===== config.mk =====
export PLATFORM = sky130hd
export DESIGN_NAME = i2s_tx
export DESIGN_NICKNAME = d
export VERILOG_FILES = /design/src/rtl/i2s_tx.sv
export SDC_FILE = /design/constraint.sdc
export NUM_CORES = 1
export LEC_CHECK = 0
export ABC_AREA = 1
export BUFFER_PORTS_ARGS = -buffer_cell sky130_fd_sc_hd__buf_2
export CORE_MARGIN = 10
export CORE_UTILIZATION = 33
export CTS_BUF_LIST = sky130_fd_sc_hd__clkbuf_8
export DETAILED_ROUTE_END_ITERATION = 16
export GPL_TIMING_DRIVEN = 0
export MAX_ROUTING_LAYER = met4
export SYNTH_ARGS = -nofsm -noshare
export SYNTH_HDL_FRONTEND = slang
export SYNTH_SLANG_ARGS = --single-unit

===== constraint.sdc =====
create_clock -name clk -period 3 [get_ports clk]
set_input_delay 0.3 -clock clk [delete_from_list [all_inputs] [get_ports clk]]
set_output_delay 0.3 -clock clk [all_outputs]
set_load 0.005 [all_outputs]

===== src/rtl/i2s_tx.sv =====
// I2S transmitter: one stereo pair per frame, MSB first with the standard one-bit delay after LRCLK.
// Define I2S_TX_UNDERRUN_CNT_EN to add a saturating 16-bit underrun counter output.
module i2s_tx #(
  parameter int CLK_DIV      = 2,
  parameter int SAMPLE_WIDTH = 16
) (
  input  logic                    clk,
  input  logic                    rst_n,
  input  logic [SAMPLE_WIDTH-1:0] s_left,
  input  logic [SAMPLE_WIDTH-1:0] s_right,
  input  logic                    s_valid,
  output logic                    s_ready,
  output logic                    bclk,
  output logic                    lrclk,
  output logic                    sdata,
  output logic                    underrun
`ifdef I2S_TX_UNDERRUN_CNT_EN
  ,
  output logic [15:0]             underrun_cnt
`endif
);

  localparam int FW     = 2 * SAMPLE_WIDTH;
  localparam int DIV_W  = (CLK_DIV > 1) ? $clog2(CLK_DIV) : 1;
  localparam int SLOT_W = $clog2(FW);

  logic [DIV_W-1:0]        div_q, div_d;
  logic                    bclk_q, bclk_d;
  logic [SLOT_W-1:0]       slot_q, slot_d, slot_nxt;
  logic                    lrclk_q, lrclk_d;
  logic                    sdata_q, sdata_d;
  logic [FW-1:0]           frame_q, frame_d;
  logic                    rbit_q, rbit_d;
  logic [SAMPLE_WIDTH-1:0] hold_l_q, hold_l_d, hold_r_q, hold_r_d;
  logic                    full_q, full_d;
  logic                    ready_q, ready_d;
  logic                    und_q, und_d;
  logic                    div_wrap, fall, cap, accept;

  assign div_wrap = (div_q == DIV_W'(CLK_DIV - 1));
  assign fall     = div_wrap & bclk_q;
  assign cap      = fall & (slot_q == SLOT_W'(FW - 1));
  assign accept   = s_valid & ready_q;
  assign slot_nxt = (slot_q == SLOT_W'(FW - 1)) ? '0 : slot_q + 1'b1;

  always_comb begin
    div_d    = div_wrap ? '0 : div_q + 1'b1;
    bclk_d   = div_wrap ? ~bclk_q : bclk_q;
    slot_d   = slot_q;
    lrclk_d  = lrclk_q;
    sdata_d  = sdata_q;
    frame_d  = frame_q;
    rbit_d   = rbit_q;
    hold_l_d = hold_l_q;
    hold_r_d = hold_r_q;
    full_d   = full_q;
    und_d    = 1'b0;
    if (accept) begin
      hold_l_d = s_left;
      hold_r_d = s_right;
      full_d   = 1'b1;
    end
    if (fall) begin
      slot_d  = slot_nxt;
      lrclk_d = (slot_nxt >= SLOT_W'(SAMPLE_WIDTH));
      if (cap) begin
        // Slot 0 still belongs to the previous frame: emit its R[0].
        sdata_d = rbit_q;
        if (full_q) begin
          frame_d = {hold_l_q, hold_r_q};
          full_d  = 1'b0;
        end else begin
          // Starved: zero frame; a coincident accept stays held for the next frame.
          frame_d = '0;
          und_d   = 1'b1;
        end
        rbit_d = frame_d[0];
      end else begin
        sdata_d = frame_q[FW-1];
        frame_d = {frame_q[FW-2:0], 1'b0};
      end
    end
    ready_d = ~full_d;
  end

  always_ff @(posedge clk or negedge rst_n) begin
    if (!rst_n) begin
      div_q    <= '0;
      bclk_q   <= 1'b0;
      slot_q   <= SLOT_W'(FW - 1);
      lrclk_q  <= 1'b0;
      sdata_q  <= 1'b0;
      frame_q  <= '0;
      rbit_q   <= 1'b0;
      hold_l_q <= '0;
      hold_r_q <= '0;
      full_q   <= 1'b0;
      ready_q  <= 1'b1;
      und_q    <= 1'b0;
    end else begin
      div_q    <= div_d;
      bclk_q   <= bclk_d;
      slot_q   <= slot_d;
      lrclk_q  <= lrclk_d;
      sdata_q  <= sdata_d;
      frame_q  <= frame_d;
      rbit_q   <= rbit_d;
      hold_l_q <= hold_l_d;
      hold_r_q <= hold_r_d;
      full_q   <= full_d;
      ready_q  <= ready_d;
      und_q    <= und_d;
    end
  end

  assign s_ready  = ready_q;
  assign bclk     = bclk_q;
  assign lrclk    = lrclk_q;
  assign sdata    = sdata_q;
  assign underrun = und_q;

`ifdef I2S_TX_UNDERRUN_CNT_EN
  logic [15:0] ucnt_q;

  always_ff @(posedge clk or negedge rst_n) begin
    if (!rst_n)                          ucnt_q <= '0;
    else if (und_d && ucnt_q != 16'hFFFF) ucnt_q <= ucnt_q + 16'd1;
  end

  assign underrun_cnt = ucnt_q;
`endif

endmodule


==> flow_results.xml <==
<?xml version="1.0" encoding="UTF-8"?>
<metrics>
  <group name="worst_setup_path">
    <metric name="timing.critical_path.cells" unit="">ha_1, nand2_1, nor2_1, ha_1, inv_1, nor2_4, buf_6, nand3_1, nand3_1</metric>
    <metric name="cpMaxStageDelayCell" unit="">sky130_fd_sc_hd__dfstp_2</metric>
    <metric name="crit_type" unit="">reg -&gt; reg</metric>
    <metric name="cp_peak_stage_delay" unit="ns">0.56</metric>
    <metric name="reg2reg_setup_slack" unit="ns">1.11</metric>
    <metric name="worst_setup_path_end_kind" unit="">flip-flop</metric>
    <metric name="crit_path_start_kind" unit="">flip-flop</metric>
    <metric name="worstPathMaxFanout" unit="">10</metric>
    <metric name="critPathArrivalTime" unit="ns">2.18</metric>
    <metric name="crit_required" unit="ns">3.29</metric>
    <metric name="r2r_cells" unit="">9</metric>
  </group>
  <group name="synthesis">
    <metric name="synthDominantCellAreaShare" unit="%">53.4</metric>
    <metric name="synth-edff-count" unit="">0</metric>
    <metric name="synthFlopType" unit="">sky130_fd_sc_hd__dfrtp_1</metric>
    <metric name="ys.warnings.count" unit="">0</metric>
    <metric name="yosys.cell_types.count" unit="">18</metric>
    <metric name="post-synth-top-area-cell" unit="">sky130_fd_sc_hd__dfrtp_1</metric>
    <metric name="yosys_register_bits" unit="">77</metric>
    <metric name="fraction_of_synthesis_flops_using_an_asynchronous_set_or_reset_pin" unit="%">100</metric>
    <metric name="synthesized_instance_count" unit="">378</metric>
    <metric name="synth.cell_area" unit="um^2">3330</metric>
    <metric name="post_synth_main_area_contributors" unit="">sky130_fd_sc_hd__dfrtp_1, sky130_fd_sc_hd__nand2_1, sky130_fd_sc_hd__nand3_1, sky130_fd_sc_hd__dfstp_2, sky130_fd_sc_hd__buf_6</metric>
    <metric name="syn_nets" unit="">416</metric>
    <metric name="synthesis.area_per_instance" unit="um^2">8.80</metric>
    <metric name="synth_seq_area_share" unit="%">58.2</metric>
  </group>
  <group name="floorplan">
    <metric name="fp.dieArea" unit="um^2">14500</metric>
    <metric name="initial_core_util" unit="%">34.0</metric>
    <metric name="die_outline_width" unit="um">120</metric>
    <metric name="number_of_top_level_pins" unit="">40</metric>
    <metric name="placementRows" unit="">36</metric>
    <metric name="dieHeight" unit="um">120</metric>
    <metric name="core-area" unit="um^2">9770</metric>
  </group>
  <group name="placed_design">
    <metric name="place_congestion" unit="">0.760</metric>
    <metric name="buffer_ports.inserted" unit="">38</metric>
    <metric name="place_worst_setup_slack" unit="ns">1.10</metric>
    <metric name="dp.cells" unit="">550</metric>
    <metric name="dpl-instance-area" unit="um^2">3710</metric>
    <metric name="dpl.hpwl" unit="mm">5.13</metric>
  </group>
  <group name="global_route">
    <metric name="grt_pass1_wl" unit="mm">12.9</metric>
    <metric name="grt_max_degree" unit="">54</metric>
    <metric name="grt_use_total" unit="%">11.2</metric>
    <metric name="gr-total-overflow" unit="">0</metric>
    <metric name="via_count_of_the_first_global_routing_pass" unit="">2692</metric>
    <metric name="grt_antenna_before_repair" unit="">0</metric>
  </group>
  <group name="clock_network">
    <metric name="cts.root.buffer_cell" unit="">sky130_fd_sc_hd__clkbuf_8</metric>
    <metric name="postCtsResizedCells" unit="">0</metric>
    <metric name="clock_insertion_delay_worst_skew" unit="ns">0.36</metric>
    <metric name="clock_slew_at_the_register_clock_pins_of_the_worst_setup_and_hold_paths" unit="ns">0.08</metric>
    <metric name="cts_hold_buffers_added" unit="">1</metric>
    <metric name="cts_buffers" unit="">9</metric>
    <metric name="cts_setup_buffers" unit="">0</metric>
    <metric name="htreeDepth" unit="">3</metric>
    <metric name="clkSinkCount" unit="">77</metric>
    <metric name="cts-root-to-sink-buffers" unit="">2</metric>
    <metric name="cts_tree" unit="">done</metric>
  </group>
  <group name="sta">
    <metric name="worst_hold_margin" unit="ns">0.170</metric>
    <metric name="fin_worst_skew" unit="ns">0.00720</metric>
    <metric name="tightest_slew" unit="ns">0.471</metric>
    <metric name="timing.slew.headroom" unit="%">68.6</metric>
    <metric name="setup_viol" unit="">0</metric>
    <metric name="fin_ws" unit="ns">1.11</metric>
    <metric name="final_min_period_over_clock_period" unit="%">62.9</metric>
    <metric name="finalHoldViolations" unit="">0</metric>
    <metric name="max_clock_freq" unit="MHz">530</metric>
    <metric name="finalMaxSlewViolations" unit="">0</metric>
    <metric name="rsz0062_at_grt" unit="">false</metric>
    <metric name="post-route-min-period" unit="ns">1.89</metric>
    <metric name="setup_tns_final" unit="ns">0</metric>
  </group>
  <group name="power_and_ir_drop">
    <metric name="peakVddDrop" unit="mV">0.285</metric>
    <metric name="static_leakage" unit="nW">2.06</metric>
    <metric name="power.density" unit="nW/um^2">600</metric>
  </group>
  <group name="cells_and_area">
    <metric name="final_net_count" unit="">467</metric>
    <metric name="layout-drive-gt1-share" unit="%">19.6</metric>
    <metric name="highest_count_cells_in_the_layout_ignoring_fill_and_taps" unit="">sky130_fd_sc_hd__nand2_1, sky130_fd_sc_hd__nand3_1, sky130_fd_sc_hd__dfrtp_1</metric>
    <metric name="most_common_library_cell_in_the_layout_ignoring_fill_and_taps" unit="">sky130_fd_sc_hd__nand2_1</metric>
    <metric name="layout.cell_area.non_filler" unit="um^2">3950</metric>
    <metric name="area.growth.synth_to_final" unit="%">18.7</metric>
    <metric name="finish.cell_count_without_fillers" unit="">567</metric>
    <metric name="antenna_cells_inserted" unit="">0</metric>
  </group>
  <group name="drt">
    <metric name="routed_via_density" unit="">4.57</metric>
    <metric name="routedWlPerCell" unit="um">12.8</metric>
    <metric name="detail_route.iter0.violations" unit="">169</metric>
    <metric name="drt_antenna_net_count" unit="">0</metric>
    <metric name="wirelength" unit="mm">7.27</metric>
    <metric name="routed-via-count" unit="">2590</metric>
    <metric name="drt_pass1_iterations" unit="">4</metric>
    <metric name="drcViolationCount" unit="">0</metric>
  </group>
  <group name="worst_hold_path">
    <metric name="cell_depth_of_the_worst_min_delay_path" unit="">3</metric>
    <metric name="hold_class" unit="">in -&gt; reg</metric>
  </group>
  <group name="run">
    <metric name="maxCapViolations" unit="">0</metric>
  </group>
  <group name="status">
    <metric name="outcome" unit="">finished, final reports clean</metric>
  </group>
</metrics>
-- worst paths after layout --
kind,from,end
setup / recovery,slot_q[0],frame_q[25]
hold / removal,s_right[7],hold_r_q[7]
setup reg to reg,slot_q[0],frame_q[25]
hold reg to reg,div_q,div_q
max in group asynchronous,rst_n,slot_q[4]
min in group asynchronous,rst_n,underrun
-- kinds of logic (layout without fill, tap and decap cells) --
| logic type | count (synthesis) | after routing | share of synthesized area, % |
|---|---|---|---|
| and+or+nand+nor | 256 | 256 | 33.3 |
| DFF | 77 | 77 | 58.2 |
| buffers and inverters | 37 | 93 | 6.51 |
| AOI/OAI and AO/OA | 5 | 5 | 0.865 |
| adders and majority gates | 3 | 3 | 1.13 |
-- critical path, delay by kind of cell (launching register included) --
| kind | cells | cell delay, ns |
|---|---|---|
| simple gates | 5 | 0.58 |
| flops | 1 | 0.56 |
| fa+ha+maj | 2 | 0.42 |
| buf+inv | 2 | 0.27 |
-- through the flow --
step	power [mW]	utilization, %
CTS	2.40	40.4
floorplan	1.41	-
global route	2.50	40.4
finish	2.37	40.4
global placement	1.50	37.7
detailed placement	1.51	38.0
-- cells in the mapped netlist (2+ instances only) --
library cell / number
sky130_fd_sc_hd__buf_2: 5
sky130_fd_sc_hd__buf_4: 7
sky130_fd_sc_hd__buf_6: 6
sky130_fd_sc_hd__clkbuf_1: 7
sky130_fd_sc_hd__dfrtp_1: 71
sky130_fd_sc_hd__dfstp_2: 6
sky130_fd_sc_hd__ha_1: 3
sky130_fd_sc_hd__inv_1: 11
sky130_fd_sc_hd__nand2_1: 148
sky130_fd_sc_hd__nand3_1: 94
sky130_fd_sc_hd__nand3_2: 2
sky130_fd_sc_hd__nor2_1: 9
sky130_fd_sc_hd__nor2_4: 2
sky130_fd_sc_hd__o21ai_0: 3
-- power by group --
group,switching (mW),internal [mW],leakage (nW)
registers,0.0810,1.18,0.998
clock network,0.387,0.491,0.118
logic,0.137,0.0885,0.947
total,0.605,1.76,2.06
-- metal layers --
layer / vias up / global-route usage, % / routed length, um
met2: 44 / 17.0 / 3350
met5: - / - / 0
met4: 0 / 4.60 / 125
met3: 12 / 2.93 / 223
li1: 1315 / - / -
met1: 1219 / 13.8 / 3570
-- state kept, by name (all words and copies together), names as in the netlist --
signal    flops
full_q        1
hold_r_q     16
sdata         1
lrclk         1
slot_q        5
bclk          1
s_ready       1
underrun      1
hold_l_q     16
rbit_q        1
div_q         1
frame_q      32
-- cell type report --
| type | count | area [um^2] |
|---|---|---|
| Fill cell | 1024 | 5830 |
| Sequential cell | 77 | 1930 |
| Multi-Input combinational cell | 264 | 1170 |
| Timing Repair Buffer | 40 | 230 |
| Buffer | 25 | 171 |
| Tap cell | 133 | 166 |
| Clock buffer | 10 | 138 |
| Clock inverter | 6 | 86.3 |
| Inverter | 12 | 45.0 |
Note: power is estimated with default switching activity, not from simulation.
